===== src/rtl/fc_pkg.sv =====
// rtl/fc_pkg.sv - shared constants, state encoding and accumulator type for the FC classifier
package fc_pkg;

    localparam int N_IN    = 16;
    localparam int N_CLASS = 10;
    localparam int ACT_W   = 4;
    localparam int W_W     = 4;
    localparam int ACC_W   = 12;
    localparam int PROD_W  = ACT_W + W_W + 1;

    typedef logic signed [ACC_W-1:0] acc_t;

    typedef enum logic [1:0] {
        ST_IDLE   = 2'd0,
        ST_MAC    = 2'd1,
        ST_ARGMAX = 2'd2,
        ST_DONE   = 2'd3
    } fc_state_t;

endpackage


===== src/rtl/fc_mac_lane.sv =====
// rtl/fc_mac_lane.sv - one signed multiply-accumulate lane with load and enable
module fc_mac_lane
    import fc_pkg::*;
(
    input  logic             clk,
    input  logic             reset,
    input  logic             load,
    input  logic [ACC_W-1:0] load_val,
    input  logic             en,
    input  logic [ACT_W-1:0] act,
    input  logic [W_W-1:0]   wgt,
    output logic [ACC_W-1:0] acc
);

    logic signed [PROD_W-1:0] act_x;
    logic signed [PROD_W-1:0] wgt_x;
    logic signed [PROD_W-1:0] prod;
    acc_t                     prod_ext;
    acc_t                     acc_q;

    // Activation is unsigned (zero-extended); weight is two's complement.
    assign act_x    = PROD_W'($signed({1'b0, act}));
    assign wgt_x    = PROD_W'($signed(wgt));
    assign prod     = act_x * wgt_x;
    assign prod_ext = ACC_W'(prod);

    always_ff @(posedge clk) begin
        if (reset) begin
            acc_q <= '0;
        end else if (load) begin
            acc_q <= acc_t'(load_val);
        end else if (en) begin
            acc_q <= acc_q + prod_ext;
        end
    end

    assign acc = acc_q;

endmodule


===== src/rtl/fc_classifier_16.sv =====
// rtl/fc_classifier_16.sv - 16-input FC classifier: parallel MAC lanes then sequential argmax; FC_BIAS_EN adds a bias port
module fc_classifier_16
    import fc_pkg::*;
(
    input  logic                         clk,
    input  logic                         reset,
    input  logic                         start_flag,
    input  logic [N_IN*ACT_W-1:0]        in,
    input  logic [N_CLASS*N_IN*W_W-1:0]  weight,
`ifdef FC_BIAS_EN
    input  logic [N_CLASS*ACC_W-1:0]     bias,
`endif
    output logic [N_CLASS*ACC_W-1:0]     scores,
    output logic [3:0]                   class_id,
    output logic                         busy,
    output logic                         end_flag
);

    localparam logic [3:0] E_LAST = 4'(N_IN - 1);
    localparam logic [3:0] K_LAST = 4'(N_CLASS - 1);

    fc_state_t state, state_next;

    logic [N_IN*ACT_W-1:0]       in_r;
    logic [N_CLASS*N_IN*W_W-1:0] weight_r;
    logic [3:0]                  e_cnt;
    logic [3:0]                  k_cnt;
    acc_t                        best;
    logic [3:0]                  class_q;

    logic                        accept;
    logic                        mac_en;

    logic [ACT_W-1:0]            act_arr [N_IN];
    logic [W_W-1:0]              w_arr   [N_CLASS][N_IN];
    acc_t                        acc     [N_CLASS];
    logic [ACT_W-1:0]            cur_act;
    acc_t                        acc_k;

    always_comb begin
        state_next = state;
        accept     = 1'b0;
        mac_en     = 1'b0;
        case (state)
            ST_IDLE: begin
                if (start_flag) begin
                    accept     = 1'b1;
                    state_next = ST_MAC;
                end
            end
            ST_MAC: begin
                mac_en = 1'b1;
                if (e_cnt == E_LAST) begin
                    state_next = ST_ARGMAX;
                end
            end
            ST_ARGMAX: begin
                if (k_cnt == K_LAST) begin
                    state_next = ST_DONE;
                end
            end
            ST_DONE: begin
                state_next = ST_IDLE;
            end
            default: state_next = ST_IDLE;
        endcase
    end

    always_ff @(posedge clk) begin
        if (reset) begin
            state <= ST_IDLE;
        end else begin
            state <= state_next;
        end
    end

    always_ff @(posedge clk) begin
        if (reset) begin
            in_r     <= '0;
            weight_r <= '0;
            e_cnt    <= '0;
            k_cnt    <= '0;
            best     <= '0;
            class_q  <= '0;
        end else begin
            if (accept) begin
                in_r     <= in;
                weight_r <= weight;
                e_cnt    <= '0;
            end
            if (mac_en) begin
                e_cnt <= e_cnt + 4'd1;
                k_cnt <= '0;
            end
            if (state == ST_ARGMAX) begin
                k_cnt <= (k_cnt == K_LAST) ? 4'd0 : k_cnt + 4'd1;
                // Strict compare keeps the earliest index on ties.
                if (k_cnt == 4'd0) begin
                    best    <= acc_k;
                    class_q <= 4'd0;
                end else if (acc_k > best) begin
                    best    <= acc_k;
                    class_q <= k_cnt;
                end
            end
        end
    end

    always_comb begin
        for (int e = 0; e < N_IN; e++) begin
            act_arr[e] = in_r[e*ACT_W +: ACT_W];
        end
        for (int c = 0; c < N_CLASS; c++) begin
            for (int e = 0; e < N_IN; e++) begin
                w_arr[c][e] = weight_r[(c*N_IN + e)*W_W +: W_W];
            end
        end
    end

    assign cur_act = act_arr[e_cnt];
    assign acc_k   = acc[k_cnt];

    for (genvar c = 0; c < N_CLASS; c++) begin : g_lane
        logic [ACC_W-1:0] load_val;
        logic [ACC_W-1:0] lane_acc;

`ifdef FC_BIAS_EN
        assign load_val = bias[c*ACC_W +: ACC_W];
`else
        assign load_val = '0;
`endif

        fc_mac_lane u_lane (
            .clk      (clk),
            .reset    (reset),
            .load     (accept),
            .load_val (load_val),
            .en       (mac_en),
            .act      (cur_act),
            .wgt      (w_arr[c][e_cnt]),
            .acc      (lane_acc)
        );

        assign acc[c]                    = acc_t'(lane_acc);
        assign scores[c*ACC_W +: ACC_W] = lane_acc;
    end

    assign class_id = class_q;
    assign busy     = (state != ST_IDLE);
    assign end_flag = (state == ST_DONE);

endmodule


===== config.mk =====
export PLATFORM = sky130hd
export DESIGN_NAME = fc_classifier_16
export DESIGN_NICKNAME = d
export VERILOG_FILES = /design/src/rtl/fc_pkg.sv /design/src/rtl/fc_mac_lane.sv /design/src/rtl/fc_classifier_16.sv
export SDC_FILE = /design/constraint.sdc
export NUM_CORES = 2
export LEC_CHECK = 0
export ABC_AREA = 1
export CAP_MARGIN = 40
export CORE_UTILIZATION = 30
export DETAILED_ROUTE_END_ITERATION = 10
export DONT_BUFFER_PORTS = 1
export SLEW_MARGIN = 10
export SYNTH_ARGS = -nofsm -noshare
export SYNTH_HDL_FRONTEND = slang
export SYNTH_SLANG_ARGS = --single-unit

===== constraint.sdc =====
create_clock -name clk -period 10.96 [get_ports clk]
set_clock_uncertainty 0.1 [all_clocks]
set_input_delay 2.192 -clock clk [delete_from_list [all_inputs] [get_ports clk]]
set_output_delay 2.192 -clock clk [all_outputs]
set_load 0.01 [all_outputs]

==> summary.md <==
| Metric | Value |
|---|---|
| Hold_ws | `0.351 ns` |
| Chip width | `399 um` |
| Worst r2r path cells | `23` |
| Crit path kind | `flip-flop to flip-flop` |
| Fin. max-slew vios | `51` |
| Synth area leader | `dfxtp_1` |
| Hold Path Sink | `weight_r[475]$_SDFFE_PP0P_` |
| WL final | `190 mm` |
| Post-CTS setup buffer count | `0` |
| Pre-antenna DRT Iters | `6` |
| Sequential area share after synthesis | `0.360` |
| CP required | `11.46 ns` |
| Core ar. | `0.156 mm2` |
| Synthesized flop and latch total | `850` |
| Final cell count without fillers | `8596` |
| DP HPWL | `138 mm` |
| Placed Instances | `8338` |
| DRC violations left | `0` |
| Hold depth | `2` |
| R2r endpoint | `g_lane[8].u_lane.acc[8]$_SDFFE_PP0P_` |
| Number of enable flip-flop cells after synthesis | `0` |
| CTS tree | `built` |
| Clk pwr share | `0.229` |
| Area growth syn-to-layout | `10.2%` |
| First DRT Iteration DRCs | `3943` |
| Hold_sp | `weight_r[475]$_SDFFE_PP0P_` |
| Post-CTS resize count | `0` |
| Port Buffers | `0` |
| Nets@finish | `7489` |
| Count of final hold-check violations | `0` |
| Maximum VDD drop | `0.142 mV` |
| DIE HEIGHT | `399 um` |
| Insertion delay to the later sink of the worst-skew pair | `0.76 ns` |
| Mean Syn Cell Area | `7.08 um2` |
| RSZ-0062 raised after global routing | `no` |
| R2r setup slk | `4.38 ns` |
| Die Footprint | `0.159 mm2` |
| Int Power | `8.42 mW` |
| Net Sw Frac | `0.453` |
| Synth unique cells | `41` |
| Root buf cell | `clkbuf_16` |
| Largest net degree at the start of global routing | `213` |
| Most frequent cell after synthesis | `nor2_1` |
| Hold Crit Class | `flip-flop to flip-flop` |
| Routability cong. | `0.913` |
| # setup viols final | `0` |
| Status | `finished, violations left` |
| Clock Path Buffers | `3` |
| Most frequent cells after synthesis | `1833 x nor2_1, 1157 x o21ai_0, 850 x dfxtp_1` |
| Share of cells above drive strength 1 | `0.0398` |
| Cells after synthesis | `6685` |
| Pwr Density | `295 mW/mm2` |
| Hold buffer count at cts | `0` |
| Vias per std cell | `5.13` |
| CP Capture Type | `flip-flop` |
| Fmax achieved | `152 MHz` |
| Synth Warn # | `0` |
| Synth top area share | `0.360` |
| Rows | `145` |
| Layout fillers | `16958` |
| Final min period | `6.58 ns` |
| Final Worst Setup Slack | `4.38 ns` |
| Place WS | `4.37 ns` |
| Period utilisation layout | `0.601` |
| Initial Util | `0.303` |
| Vias | `44121` |
| Top_reg_cell synth | `dfxtp_1` |
| Critical Path Source Type | `flip-flop` |
| Top area cells in the synthesized netlist | `dfxtp_1 36%, nor2_1 15%, o21ai_0 12%` |
| Origin of the critical flop-to-flop path | `e_cnt[0]$_SDFFE_PP0P_` |
| Htree depth | `3` |
| CTS buffer count | `98` |
| Post-route antenna net violation count | `0` |
| Reg clk slew, reported paths | `0.07 ns` |
| Psw | `6.96 mW` |
| Post-Synthesis Cell Area | `0.0473 mm2` |
| Io pins | `833` |
| Grt total ovfl | `0` |
| Initial antenna violation count | `106` |
| First-pass GRT wire length | `270 mm` |
| Flop pwr share | `0.306` |
| Combinational Power Share | `0.465` |
| Static leakage | `22.7 nW` |
| Setup TNS | `0 ns` |
| Post-synth net total | `7793` |
| Vias in the first global route | `40709` |
| Worst EP arrival | `7.08 ns` |
| Crit path max fanout | `73` |
| Drt wl/cell | `22.1 um` |
| Synth async-reset ratio | `0` |
| Violated checks | `slew limit` |
| CTS sink cnt | `850` |
| Worst Tran Pin Value | `1.52 ns` |
| Headroom to the max-slew limit | `-0.0118` |
| MaxCap Viol Count | `0` |
| Total Routing Usage GR | `0.229` |
[layout make-up]
cell class | instances | area, um2 | area share
timing repair buffer | 58 | 658 | 0.0126
sequential | 850 | 17000 | 0.327
multi-input combinational | 4788 | 26000 | 0.499
clock buffer | 149 | 2900 | 0.0557
tap | 2058 | 2570 | 0.0494
clock inverter | 34 | 557 | 0.0107
inverter | 585 | 2230 | 0.0428
antenna | 74 | 185 | 0.00355
[critical path, stage by stage, from the launching register on]
cell     delay, ns
dfxtp_4       0.38
buf_4         0.64
buf_4         0.75
nor2_1        0.11
nor2_1        0.11
o21ai_0       0.10
nand3_1       0.21
nand3_1       0.35
nand2_2       0.34
inv_1         0.14
nor2_1        0.15
fa_1          0.44
fa_1          0.49
inv_1         0.05
fa_1          0.48
inv_1         0.05
ha_1          0.35
nand2_1       0.06
o21ai_0       0.44
a21oi_1       0.13
o21ai_0       0.22
xor2_1        0.09
o21ai_1       0.13
inv_1         0.05
[power groups by stage]
stage | combinational [mW] | clock (mW) | sequential [mW]
floorplan | 5.27 | 0 | 4.45
global placement | 6.92 | 0 | 4.75
detailed placement | 7.13 | 0 | 4.77
CTS | 7.16 | 3.58 | 4.71
global route | 8.14 | 3.70 | 4.81
finish | 7.15 | 3.52 | 4.71
[state kept, by name (all words and copies together), names as in the netlist]
register,count
state,2
g_lane.u_lane.acc,120
best,12
class_id,4
e_cnt,4
k_cnt,4
weight_r,640
in_r,64
[stage by stage]
step	power, mW	util	area (um2)
floorplan	9.72	-	47300
global placement	11.7	0.309	48300
detailed placement	11.9	0.310	48500
CTS	15.4	0.332	51900
global route	16.6	0.333	52100
finish	15.4	0.333	52200
[worst max-delay path by stage]
| stage | cells after the start | to | startpoint | slack (ns) |
|---|---|---|---|---|
| 6_report | 23 | g_lane[8].u_lane.acc[8]$_SDFFE_PP0P_ | e_cnt[0]$_SDFFE_PP0P_ | 4.38 |
| 5_1_grt | 23 | g_lane[8].u_lane.acc[8]$_SDFFE_PP0P_ | e_cnt[0]$_SDFFE_PP0P_ | 3.89 |
| 4_1_cts | 23 | g_lane[8].u_lane.acc[8]$_SDFFE_PP0P_ | e_cnt[0]$_SDFFE_PP0P_ | 4.29 |
| 3_5_place_dp | 23 | g_lane[8].u_lane.acc[8]$_SDFFE_PP0P_ | e_cnt[0]$_SDFFE_PP0P_ | 4.37 |
| 3_3_place_gp | 17 | g_lane[6].u_lane.acc[8]$_SDFFE_PP0P_ | e_cnt[1]$_SDFFE_PP0P_ | 4.44 |
| 2_1_floorplan | 24 | g_lane[2].u_lane.acc[8]$_SDFFE_PP0P_ | e_cnt[0]$_SDFFE_PP0P_ | 6.49 |
[placed cells by master (no fill, tap or decap), types with 5 or more instances in the layout]
master,count
o211ai_1,52
clkbuf_1,25
o22ai_1,33
clkinv_2,10
bufinv_16,8
nand3_1,177
dfxtp_1,845
and3_1,10
buf_2,5
a21o_1,11
nor2_1,1833
nand2_1,526
o21ai_0,1157
ha_1,290
o211ai_2,5
xor2_1,71
o21bai_1,10
diode_2,74
buf_4,37
clkbuf_8,26
fa_1,110
buf_16,6
nand2_2,14
o21ai_1,39
buf_12,8
a21oi_1,266
nor3_1,17
xnor2_1,19
inv_1,575
clkbuf_16,98
o311ai_0,10
o221ai_1,108
o21a_1,7
clkinv_16,6
a31oi_1,10
[metal layers]
layer	vias to the layer above	part of all wire	track usage
li1	21278	-	-
met5	-	0.0024	0
met1	20881	0.43	0.301
met2	1566	0.45	0.357
met4	70	0.030	0.0799
met3	326	0.087	0.0610
[logic make-up after synthesis]
group | share of synthesized area
fa+ha+maj | 0.123
flops | 0.360
compound gates | 0.197
simple gates | 0.212
buf+inv | 0.0914
xor+xnor | 0.0167
(Power assumes the default switching activity.)
